`src/rtl/fetch_queue_pkg.sv`:
```
// fetch_queue_pkg: shared fetch-queue entry type and default sizing
package fetch_queue_pkg;
    localparam int FQ_DEPTH  = 8;
    localparam int FQ_ADDR_W = 32;
    localparam int FQ_INST_W = 32;
    typedef struct packed {
        logic [FQ_ADDR_W-1:0] pc;
        logic [FQ_INST_W-1:0] inst;
    } fq_entry_t;
endpackage

```
`src/rtl/fq_ptr.sv`:
```
// fq_ptr: wrap-bit pointer counter with synchronous clear and increment enable
module fq_ptr #(
    parameter int W = 4
) (
    input  logic         clk,
    input  logic         clr,
    input  logic         inc,
    output logic [W-1:0] ptr
);
    always_ff @(posedge clk) begin
        if (clr) ptr <= '0;
        else if (inc) ptr <= ptr + W'(1);
    end
endmodule

```
`src/rtl/fetch_queue.sv`:
```
// fetch_queue: flushable instruction FIFO between fetch and the IF/ID register
module fetch_queue
    import fetch_queue_pkg::*;
#(
    parameter int DEPTH  = FQ_DEPTH,
    parameter int ADDR_W = FQ_ADDR_W,
    parameter int INST_W = FQ_INST_W
) (
    input  logic                     clk,
    input  logic                     rst,
    input  logic                     flush,
    input  logic                     enq_valid,
    output logic                     enq_ready,
    input  logic [ADDR_W-1:0]        enq_pc,
    input  logic [INST_W-1:0]        enq_inst,
    output logic                     deq_valid,
    input  logic                     deq_ready,
    output logic [ADDR_W-1:0]        deq_pc,
    output logic [INST_W-1:0]        deq_inst,
    output logic [$clog2(DEPTH):0]   count
);
    localparam int PTR_W = $clog2(DEPTH) + 1;
    logic [PTR_W-1:0] head, tail;
    logic [ADDR_W+INST_W-1:0] mem [DEPTH];
    logic empty, full, enq_fire, deq_fire, clr;
    assign empty = head == tail;
    assign full = head[PTR_W-2:0] == tail[PTR_W-2:0] && head[PTR_W-1] != tail[PTR_W-1];
    assign enq_ready = !full && !rst;
    assign deq_valid = !empty && !rst;
    // a flush cancels any transfer handshaken in the same cycle
    assign clr = rst || flush;
    assign enq_fire = enq_valid && enq_ready && !flush;
    assign deq_fire = deq_valid && deq_ready && !flush;
    assign {deq_pc, deq_inst} = deq_valid ? mem[head[PTR_W-2:0]] : '0;
    assign count = rst ? '0 : tail - head;
    always_ff @(posedge clk) begin
        if (enq_fire) mem[tail[PTR_W-2:0]] <= {enq_pc, enq_inst};
    end
    fq_ptr #(.W(PTR_W)) u_head (.clk(clk), .clr(clr), .inc(deq_fire), .ptr(head));
    fq_ptr #(.W(PTR_W)) u_tail (.clk(clk), .clr(clr), .inc(enq_fire), .ptr(tail));
endmodule

```
`config.mk`:
```
export PLATFORM = sky130hd
export DESIGN_NAME = fetch_queue
export DESIGN_NICKNAME = d
export VERILOG_FILES = /design/src/rtl/fetch_queue_pkg.sv /design/src/rtl/fq_ptr.sv /design/src/rtl/fetch_queue.sv
export SDC_FILE = /design/constraint.sdc
export NUM_CORES = 1
export LEC_CHECK = 0
export ABC_AREA = 1
export CAP_MARGIN = 20
export CORE_MARGIN = 1
export CORE_UTILIZATION = 50
export CTS_CLUSTER_SIZE = 8
export DETAILED_ROUTE_END_ITERATION = 8
export GPL_TIMING_DRIVEN = 0
export PLACE_DENSITY = 0.72
export SLEW_MARGIN = 20
export SYNTH_ARGS = -nofsm -noshare
export SYNTH_HDL_FRONTEND = slang
export SYNTH_HIERARCHICAL = 1
export SYNTH_SLANG_ARGS = --single-unit
export TNS_END_PERCENT = 20
```
`constraint.sdc`:
```
create_clock -name clk -period 5.15 [get_ports clk]
set_clock_uncertainty 0.2 [all_clocks]
set_input_delay 1.545 -clock clk [delete_from_list [all_inputs] [get_ports clk]]
set_output_delay 1.545 -clock clk [all_outputs]
set_load 0.05 [all_outputs]
```
==> results of run 1 <==
-- through the flow --
stage	TNS (ns)	setup slack, ns	util	cells
floorplan	-80.37	-0.157	-	2002
global placement	-1602.88	-3.18	0.555	2725
detailed placement	-45.87	-0.927	0.569	2749
CTS	-0.0140	-0.0140	0.612	2843
global route	-0.0472	-0.0417	0.612	2845
finish	0	0.0394	0.612	2846
-- worst max-delay path by stage --
| stage | to | slack [ns] | depth (start not counted) |
|---|---|---|---|
| 6_report | deq_inst[16] | 0.04 | 7 |
| 5_1_grt | deq_pc[23] | -0.04 | 6 |
| 4_1_cts | deq_inst[7] | -0.01 | 6 |
| 3_5_place_dp | deq_inst[16] | -0.93 | 7 |
| 3_3_place_gp | mem[1][29] | -3.18 | 4 |
| 2_1_floorplan | mem[0][0] | -0.16 | 3 |
-- synth_stat cells --
| cell | count | area [µm²] |
|---|---|---|
| edfxtp_1 | 512 | 15400 |
| inv_1 | 78 | 293 |
| buf_4 | 22 | 165 |
| nand2_1 | 659 | 2470 |
| clkinv_2 | 1 | 5.00 |
| dfxtp_1 | 8 | 160 |
| nand3_1 | 203 | 1020 |
| o21ai_1 | 7 | 35.0 |
| buf_6 | 12 | 135 |
| a21oi_1 | 8 | 40.0 |
| ha_1 | 5 | 62.6 |
| clkbuf_1 | 27 | 101 |
| clkinv_1 | 1 | 3.75 |
| buf_1 | 16 | 60.1 |
| fa_1 | 1 | 20.0 |
| nor2_2 | 2 | 12.5 |
| buf_2 | 28 | 140 |
| inv_2 | 68 | 255 |
| o21ai_0 | 60 | 300 |
| nand2_2 | 2 | 12.5 |
| nor2_1 | 282 | 1060 |
-- logic make-up after synthesis --
logic type,after synthesis,synth area share
simple gates,1148,0.211
flops,520,0.715
buf+inv,253,0.0533
compound gates,75,0.0173
fa+ha+maj,6,0.00380
-- cells in the final DEF (no fill, tap or decap), types with 2 or more instances in the layout --
cell type,synthesis,final
ha_1,5,5
clkbuf_2,0,3
o21ai_1,7,7
clkinv_8,0,2
clkbuf_4,0,3
inv_6,0,4
clkdlybuf4s15_1,0,5
inv_1,78,78
nand2_2,2,2
nand3_1,203,203
dlygate4sd2_1,0,2
nand2_1,659,659
nor2_4,0,8
buf_4,22,29
buf_2,28,57
buf_6,12,14
dfxtp_1,8,8
nor2_2,2,2
edfxtp_1,512,512
a21oi_1,8,7
inv_2,68,68
buf_16,0,8
nor2_1,282,274
o21ai_0,60,60
clkbuf_1,27,39
clkbuf_16,0,75
clkdlybuf4s15_2,0,14
diode_2,0,3
buf_12,0,16
clkdlybuf4s50_1,0,73
buf_1,16,16
-- power by group --
part / leakage [nW] / switching (mW) / internal (mW)
registers: 4.68 / 0.00521 / 4.68
logic: 4.55 / 0.160 / 0.0845
clock network: 0.972 / 1.68 / 2.60
total: 10.2 / 1.84 / 7.36
-- layer usage --
metal / wire length [µm] / vias to the layer above / GRT usage
li1: - / 7086 / -
met1: 21300 / 7069 / 0.315
met2: 26600 / 689 / 0.419
met3: 4470 / 132 / 0.0466
met4: 1810 / 2 / 0.108
met5: 12 / - / 0
-- area by class of cell --
type                       instances  area share
inverter                         148      0.0212
sequential                       520       0.591
buffer                           105      0.0237
clock buffer                      88      0.0732
antenna                            3    0.000286
clock inverter                     6     0.00257
tap                              585      0.0278
timing repair buffer             162      0.0662
multi-input combinational       1229       0.194
-- registers in the layout, summed over array words and instances, names as in the netlist --
register,flops
mem,512
u_tail/ptr,4
u_head/ptr,4
-- worst min-delay path, cell delays in order (launching register included) --
cell	delay [ns]
dfxtp_1	0.33
nor2_1	0.10
nor2_1	0.05
==> results.txt, run 1 <==
CP Launch Type: input pin
I/O pins: 139
Post-DP Area: 24400 µm²
Sinks on Clock Net: 520
CP delay by family, top: buffers and inverters
Crit path from: rst
Minimum clock period: 5.11 ns
CP Data Required Time: 3.41 ns
Synth cell types: 21
CP cell instances: clkdlybuf4s50_1 -> a21oi_4 -> buf_6 -> buf_4 -> nand2_1 -> nor2_1 -> buf_2
Sequential-to-total area share from yosys stat: 0.715
Layout cells sized above 1: 0.136
Min-Delay Endpoint: u_tail/ptr[3]
WL/cell: 19.1 µm
Total GRT Usage: 0.249
DR iter-0 viols: 1327
Crit-path slowest cell: clkdlybuf4s50_1
Final hold slack: 0.321 ns
Final WL: 54.3 mm
Fmax: 196 MHz
Slew HR: 0.386
Hold WC Path Type: flip-flop to flip-flop
First-pass GRT wire length: 82.9 mm
Hold buffers post-CTS: 0
Maximum vdd drop: 0.262 mV
Seq cells post-synth: 520
Critical path class: input pin to primary output
Finish-stage setup viols: 0
Multi-input combinational cell area: 5100 µm²
CTS tree: done
Vias in the first global route: 14900
Post-CTS sizing: 256
Area of the die: 44300 µm²
CP peak stage delay: 0.54 ns
Mapped cell area: 21700 µm²
CTS Buffer Depth: 3
Vias: 15000
DR vias/cell: 5.26
Reg2reg start: u_head/ptr[0]
Fin. Hold Viols: 0
Congestion Overflow GR: 0
Initial core utilization: 0.505
PnR Total Power: 9.20 mW
Initial antenna violation count: 3
First-pass detailed-route iteration total: 6
Final HPWL DP: 34.6 mm
Worst path bufs/invs: 4
Worst reg2reg endpoint: mem[0][33]
Power density over the cells: 350 nW/µm²
Post-Syn Nets: 2077
Die H: 210 µm
# Max-Cap Violations: 0
Worst Path Max Fanout: 10
R2R Setup Slk: 1.32 ns
Min-Delay Startpoint: u_tail/ptr[3]
Final Cycle Share: 0.992
Clock-pin slew on the worst setup and hold paths: 0.05 ns
Die Wd: 210 µm
Worst-Skew Late Latency: 0.58 ns
RSZ-0062 raised after global routing: true
# port buffers: 138
H-tree depth: 3
Status: complete, no violations
Synthesis-to-finish area growth: 21.0%
# rows: 76
CTS buffer count: 74
CTS root buf: clkbuf_16
Core area: 43000 µm²
Synth Warn #: 6
Sequential cell area: 15500 µm²
Postcts setup bufs: 0
CP Capture Type: primary output
Worst-Margin Slew: 0.920 ns
Avg Inst Size Synth: 10.9 µm²
Antenna violation net count after detailed routing: 0
Largest net degree at the start of global routing: 25
Drt drc: 0
Hold depth: 2
Fillcell total: 3396
Max-slew violations: 0
Final nets: 2315
Leakage: 10.2 nW
Critical Path AT: 3.37 ns
Fin area: 26300 µm²
Routability congestion estimate: 0.798
Post-Syn Instances: 2002
Worst R2R Path Depth: 9
Power figures use the tool's default switching activity.
==> run 2: changes to the inputs <==
--- a/config.mk
+++ b/config.mk
@@ -13,7 +13,6 @@
 export DETAILED_ROUTE_END_ITERATION = 8
 export GPL_TIMING_DRIVEN = 0
 export PLACE_DENSITY = 0.72
-export SLEW_MARGIN = 20
 export SYNTH_ARGS = -nofsm -noshare
 export SYNTH_HDL_FRONTEND = slang
 export SYNTH_HIERARCHICAL = 1
==> run 2 against run 1 <==
Effect of this change:
- total power rose by 0.19%
- via count shrank 0.25%
- flip-flop and latch count is the same
- final cell count decreased by 0.67%
- largest cell class unchanged
- largest power group unchanged
- highest routed layer unchanged
==> results.txt, run 2 (synthesis gave the netlist of run 1 again) <==
Area of the die: 44300 µm²
Total GRT Usage: 0.246
Final nets: 2307
Critical Path AT: 3.38 ns
Met1 usage: 0.311
Final HPWL DP: 34.0 mm
CTS buffer count: 74
Fillcell total: 3371
Grt met3 use: 0.0460
I/O pins: 139
First-pass detailed-route iteration total: 6
Crit-path slowest cell: clkdlybuf4s15_1
Sinks on Clock Net: 520
Fmax: 195 MHz
Final Cycle Share: 0.995
Congestion Overflow GR: 0
Synthesis-to-finish area growth: 19.7%
CP Launch Type: input pin
Vias: 14900
Hold buffers post-CTS: 0
# rows: 76
Final core area utilization: 0.605
First-pass GRT wire length: 82.0 mm
Fin. Hold Viols: 0
Layout cells sized above 1: 0.131
Worst path bufs/invs: 3
Largest net degree at the start of global routing: 30
CTS Buffer Depth: 3
TNS Setup: 0 ns
# port buffers: 138
CP cell instances: clkdlybuf4s50_1 -> a21oi_4 -> buf_6 -> nand2_1 -> nor2_1 -> clkdlybuf4s15_1
Met2 global-route usage: 0.414
CP Capture Type: primary output
Minimum clock period: 5.13 ns
# Max-Cap Violations: 0
Slew HR: 0.380
Leakage: 10.1 nW
Critical path class: input pin to primary output
Power density over the cells: 354 nW/µm²
Core area: 43000 µm²
Max FFs per register: 512
CP peak stage delay: 0.54 ns
DR vias/cell: 5.28
CP Data Required Time: 3.41 ns
H-tree depth: 3
Max-slew violations: 0
Hold WC Path Type: flip-flop to flip-flop
Worst-Margin Slew: 0.927 ns
Commonest non-fill, non-tap cell in the layout: nand2_1
Worst-Skew Late Latency: 0.56 ns
Drt drc: 0
Initial antenna violation count: 3
Commonest non-fill, non-tap cells in the layout: nand2_1 (659), edfxtp_1 (512), nor2_1 (274), nand3_1 (203)
Finish-stage setup viols: 0
Status: complete, no violations
Antenna violation net count after detailed routing: 0
WL/cell: 19.0 µm
Vias in the first global route: 14800
Die H: 210 µm
DR iter-0 viols: 1373
Clock-pin slew on the worst setup and hold paths: 0.04 ns
Layer with the highest usage: met2
CTS tree: done
CTS root buf: clkbuf_16
Maximum vdd drop: 0.310 mV
Routability congestion estimate: 0.798
RSZ-0062 raised after global routing: false
Die Wd: 210 µm
Initial core utilization: 0.505
Final WL: 53.8 mm
Worst Path Max Fanout: 10
CP delay by family, top: buffers and inverters
run 2: cell count changes in the layout (fill, tap and decap cells not counted), moves of 3 or more:
cell	change
inv_6	-4
clkbuf_1	-8
dlygate4sd2_1	+6
clkbuf_16	+3
clkbuf_4	+5
buf_4	-3
clkbuf_2	+9
buf_16	-6
clkdlybuf4s15_2	-11
run 2: worst register-to-register path, delay by kind of cell, from the launching register on:
kind	cells	cell delay, ns
AND/OR/NAND/NOR	4	1.56
buffers and inverters	6	1.25
adder cells (fa/ha/maj)	1	0.27
flip-flops	1	0.36
run 2: final timing paths:
kind	from	slack (ns)	cells after the start	to
max reg2reg	u_head/ptr[1]	1.22	11	mem[2][41]
max	rst	0.02	6	deq_pc[31]
min reg2reg	u_tail/ptr[3]	0.31	2	u_tail/ptr[3]
min	u_tail/ptr[3]	0.31	2	u_tail/ptr[3]
run 2: cell type report:
class                           instances  area (µm²)  share of cell area
Antenna cell                            2        5.00            0.000192
Buffer                                105         619              0.0238
Timing Repair Buffer                  154        1480              0.0567
Clock buffer                           83        1970              0.0758
Clock inverter                          1        16.3            0.000625
Tap cell                              585         732              0.0281
Inverter                              148         557              0.0214
Multi-Input combinational cell       1229        5100               0.196
Sequential cell                       520       15500               0.597
run 2: stage by stage:
step                      cells  power, mW  worst slack [ns]  instance area, µm²  hold slack (ns)
final                      2827       9.22            0.0234               26000            0.315
after global routing       2827       9.43           0.00391               26000            0.369
after CTS                  2825       9.26           -0.0176               26000            0.313
after detailed placement   2741       5.01            -0.916               24200            0.306
after global placement     2725       4.99             -3.18               23800            0.303
after floorplan            2002       4.86            -0.157               21700            0.291
run 2: where the power goes:
group / total (mW) / switching (mW) / internal [mW] / leakage (nW)
logic: 0.241 / 0.159 / 0.0819 / 4.49
clock network: 4.29 / 1.65 / 2.65 / 0.974
registers: 4.68 / 0.00510 / 4.68 / 4.68
run 2: routing by layer:
layer	wire length, µm	up-vias
met2	26700	630
met4	1620	2
li1	-	7062
met5	10	-
met1	21200	7133
met3	4260	113
run 2: timing repair:
item,CTS,global route
gates resized for setup,236,37
endpoints found under the setup margin,65,27
buffers inserted,0,0
==> run 3: changes to the inputs <==
--- a/config.mk
+++ b/config.mk
@@ -7,9 +7,9 @@
 export LEC_CHECK = 0
 export ABC_AREA = 1
 export CAP_MARGIN = 20
-export CORE_MARGIN = 1
+export CORE_MARGIN = 2
 export CORE_UTILIZATION = 50
-export CTS_CLUSTER_SIZE = 8
+export CTS_CLUSTER_SIZE = 40
 export DETAILED_ROUTE_END_ITERATION = 8
 export GPL_TIMING_DRIVEN = 0
 export PLACE_DENSITY = 0.72
==> run 3 against run 2 <==
Effect of this change:
- combinational power about the same
- clock power down 19%
- final cell count grew 0.35%
- total power fell by 8.9%
- critical path depth did not move
- worst hold slack better by 0.010 ns
- worst setup slack improved by 0.054 ns
- count of clock-buffer cells in the layout is 12 lower
- maximum frequency is 1.1% higher
- first-iteration DRC count increased by 12%
- global-route usage decreased by 0.83 points
- via count decreased by 1.6%
- critical path type unchanged
- largest cell class unchanged
==> results.txt, run 3 (synthesis gave the netlist of run 1 again) <==
Initial antenna violation count: 3
Fin. Hold Viols: 0
Final std cells w/o fill: 2837
CP delay by family, top: buffers and inverters
CP Launch Type: input pin
Finish-stage setup viols: 0
Worst-Skew Late Latency: 0.58 ns
# rows: 76
CP peak stage delay: 0.54 ns
Antenna violation net count after detailed routing: 0
Max-slew violations: 0
Total GRT Usage: 0.237
Vias: 14700
CP Data Required Time: 3.41 ns
WL/cell: 18.5 µm
# Max-Cap Violations: 0
Sinks on Clock Net: 520
Worst-Margin Slew: 0.872 ns
Min-Delay Startpoint: u_tail/ptr[3]
Worst slack at placement: -0.857 ns
Max FFs per register: 512
Routability congestion estimate: 0.790
Final worst setup slack: 0.0771 ns
CP cell instances: clkdlybuf4s50_1 -> a21oi_4 -> buf_2 -> nand2_1 -> nor2_1 -> dlygate4sd2_1
Met3 routed WL: 3.92 mm
Layout cells sized above 1: 0.126
CTS root buf: clkbuf_16
Crit-path slowest cell: dlygate4sd2_1
Critical path class: input pin to primary output
Multi-input combinational cell area: 5100 µm²
Commonest non-fill, non-tap cell in the layout: nand2_1
Final nets: 2284
Die Wd: 212 µm
Clock-pin slew on the worst setup and hold paths: 0.05 ns
Hold buffers post-CTS: 0
Maximum vdd drop: 0.282 mV
H-tree depth: 2
Status: complete, no violations
Hold depth: 2
Core area: 43000 µm²
Post-DP Area: 24200 µm²
Fillcell total: 3445
Commonest non-fill, non-tap cells in the layout: nand2_1 (659), edfxtp_1 (512), nor2_1 (274), nand3_1 (203), inv_1 (78)
CP Capture Type: primary output
Initial core utilization: 0.505
Min-Delay Endpoint: u_tail/ptr[3]
DR vias/cell: 5.18
First-pass GRT wire length: 80.6 mm
CTS tree: done
CTS Buffer Depth: 3
Worst reg2reg endpoint: mem[7][41]
Die H: 212 µm
Postcts setup bufs: 0
Drt drc: 0
Vias in the first global route: 14700
Worst Path Max Fanout: 10
Worst path bufs/invs: 3
Largest net degree at the start of global routing: 30
Slew HR: 0.417
Power density over the cells: 329 nW/µm²
Cells after DPL: 2741
DR iter-0 viols: 1533
Final WL: 52.6 mm
Fin area: 25600 µm²
R2R Setup Slk: 1.33 ns
Reg2reg start: u_head/ptr[1]
Minimum clock period: 5.07 ns
Congestion Overflow GR: 0
Worst R2R Path Depth: 10
I/O pins: 139
Synthesis-to-finish area growth: 17.7%
Final Cycle Share: 0.985
RSZ-0062 raised after global routing: true
Hold WC Path Type: flip-flop to flip-flop
Fmax: 197 MHz
Critical Path AT: 3.33 ns
Leakage: 9.92 nW
Max layer used: met5
CTS buffer count: 52
Sequential cell area: 15500 µm²
Final HPWL DP: 34.0 mm
Met1 WL: 21.4 mm
Area of the die: 45100 µm²
First-pass detailed-route iteration total: 6
# port buffers: 138
Met2 Wirelength: 25.9 mm
run 3: final cells by class:
class / instances / share of cell area
multi-input combinational: 1229 / 0.200
inverter: 148 / 0.0218
antenna: 1 / 0.0000979
clock inverter: 25 / 0.00573
buffer: 104 / 0.0243
sequential: 520 / 0.608
tap: 585 / 0.0286
clock buffer: 71 / 0.0545
timing repair buffer: 154 / 0.0577
run 3: worst reg2reg max path, cell delays in order, from the launching register on:
cell      delay, ns
dfxtp_1        0.43
inv_2          0.07
clkbuf_4       0.23
clkbuf_4       0.25
ha_1           0.33
clkinv_1       0.06
nor2_1         0.07
nand2_1        0.09
nand3_1        0.57
nor2_4         0.91
buf_12         0.30
run 3: per-layer routing:
layer / vias up / GRT usage
met5: - / 0
met4: 4 / 0.0784
met3: 98 / 0.0439
met2: 586 / 0.409
met1: 6964 / 0.304
li1: 7048 / -
run 3: power by group:
| group | total [mW] | switching [mW] | internal (mW) |
|---|---|---|---|
| registers | 4.67 | 0.00501 | 4.67 |
| clock network | 3.49 | 1.55 | 1.94 |
| logic | 0.240 | 0.158 | 0.0822 |
run 3: through the flow:
stage | hold WS (ns) | util | TNS (ns) | power (mW)
after floorplan | 0.291 | - | -80.37 | 4.86
after global placement | 0.298 | 0.555 | -1577.65 | 4.99
after detailed placement | 0.327 | 0.563 | -42.74 | 5.01
after CTS | 0.335 | 0.598 | 0 | 8.44
after global routing | 0.368 | 0.595 | -0.0343 | 8.62
final | 0.325 | 0.595 | 0 | 8.40
run 3: how the worst max path moves through the flow:
stage	startpoint	endpoint	slack, ns	depth (start not counted)
after floorplan	rst	mem[0][0]	-0.16	3
after global placement	rst	mem[7][29]	-3.11	4
after detailed placement	rst	deq_pc[16]	-0.86	7
after CTS	rst	deq_inst[10]	0.0004	6
after global routing	rst	deq_pc[24]	-0.02	6
final	rst	deq_pc[28]	0.08	6
run 3: repair_timing:
item | CTS | global route
endpoints found under the setup margin | 65 | 62
endpoints found under the hold margin | 0 | 0
resized for setup | 218 | 57
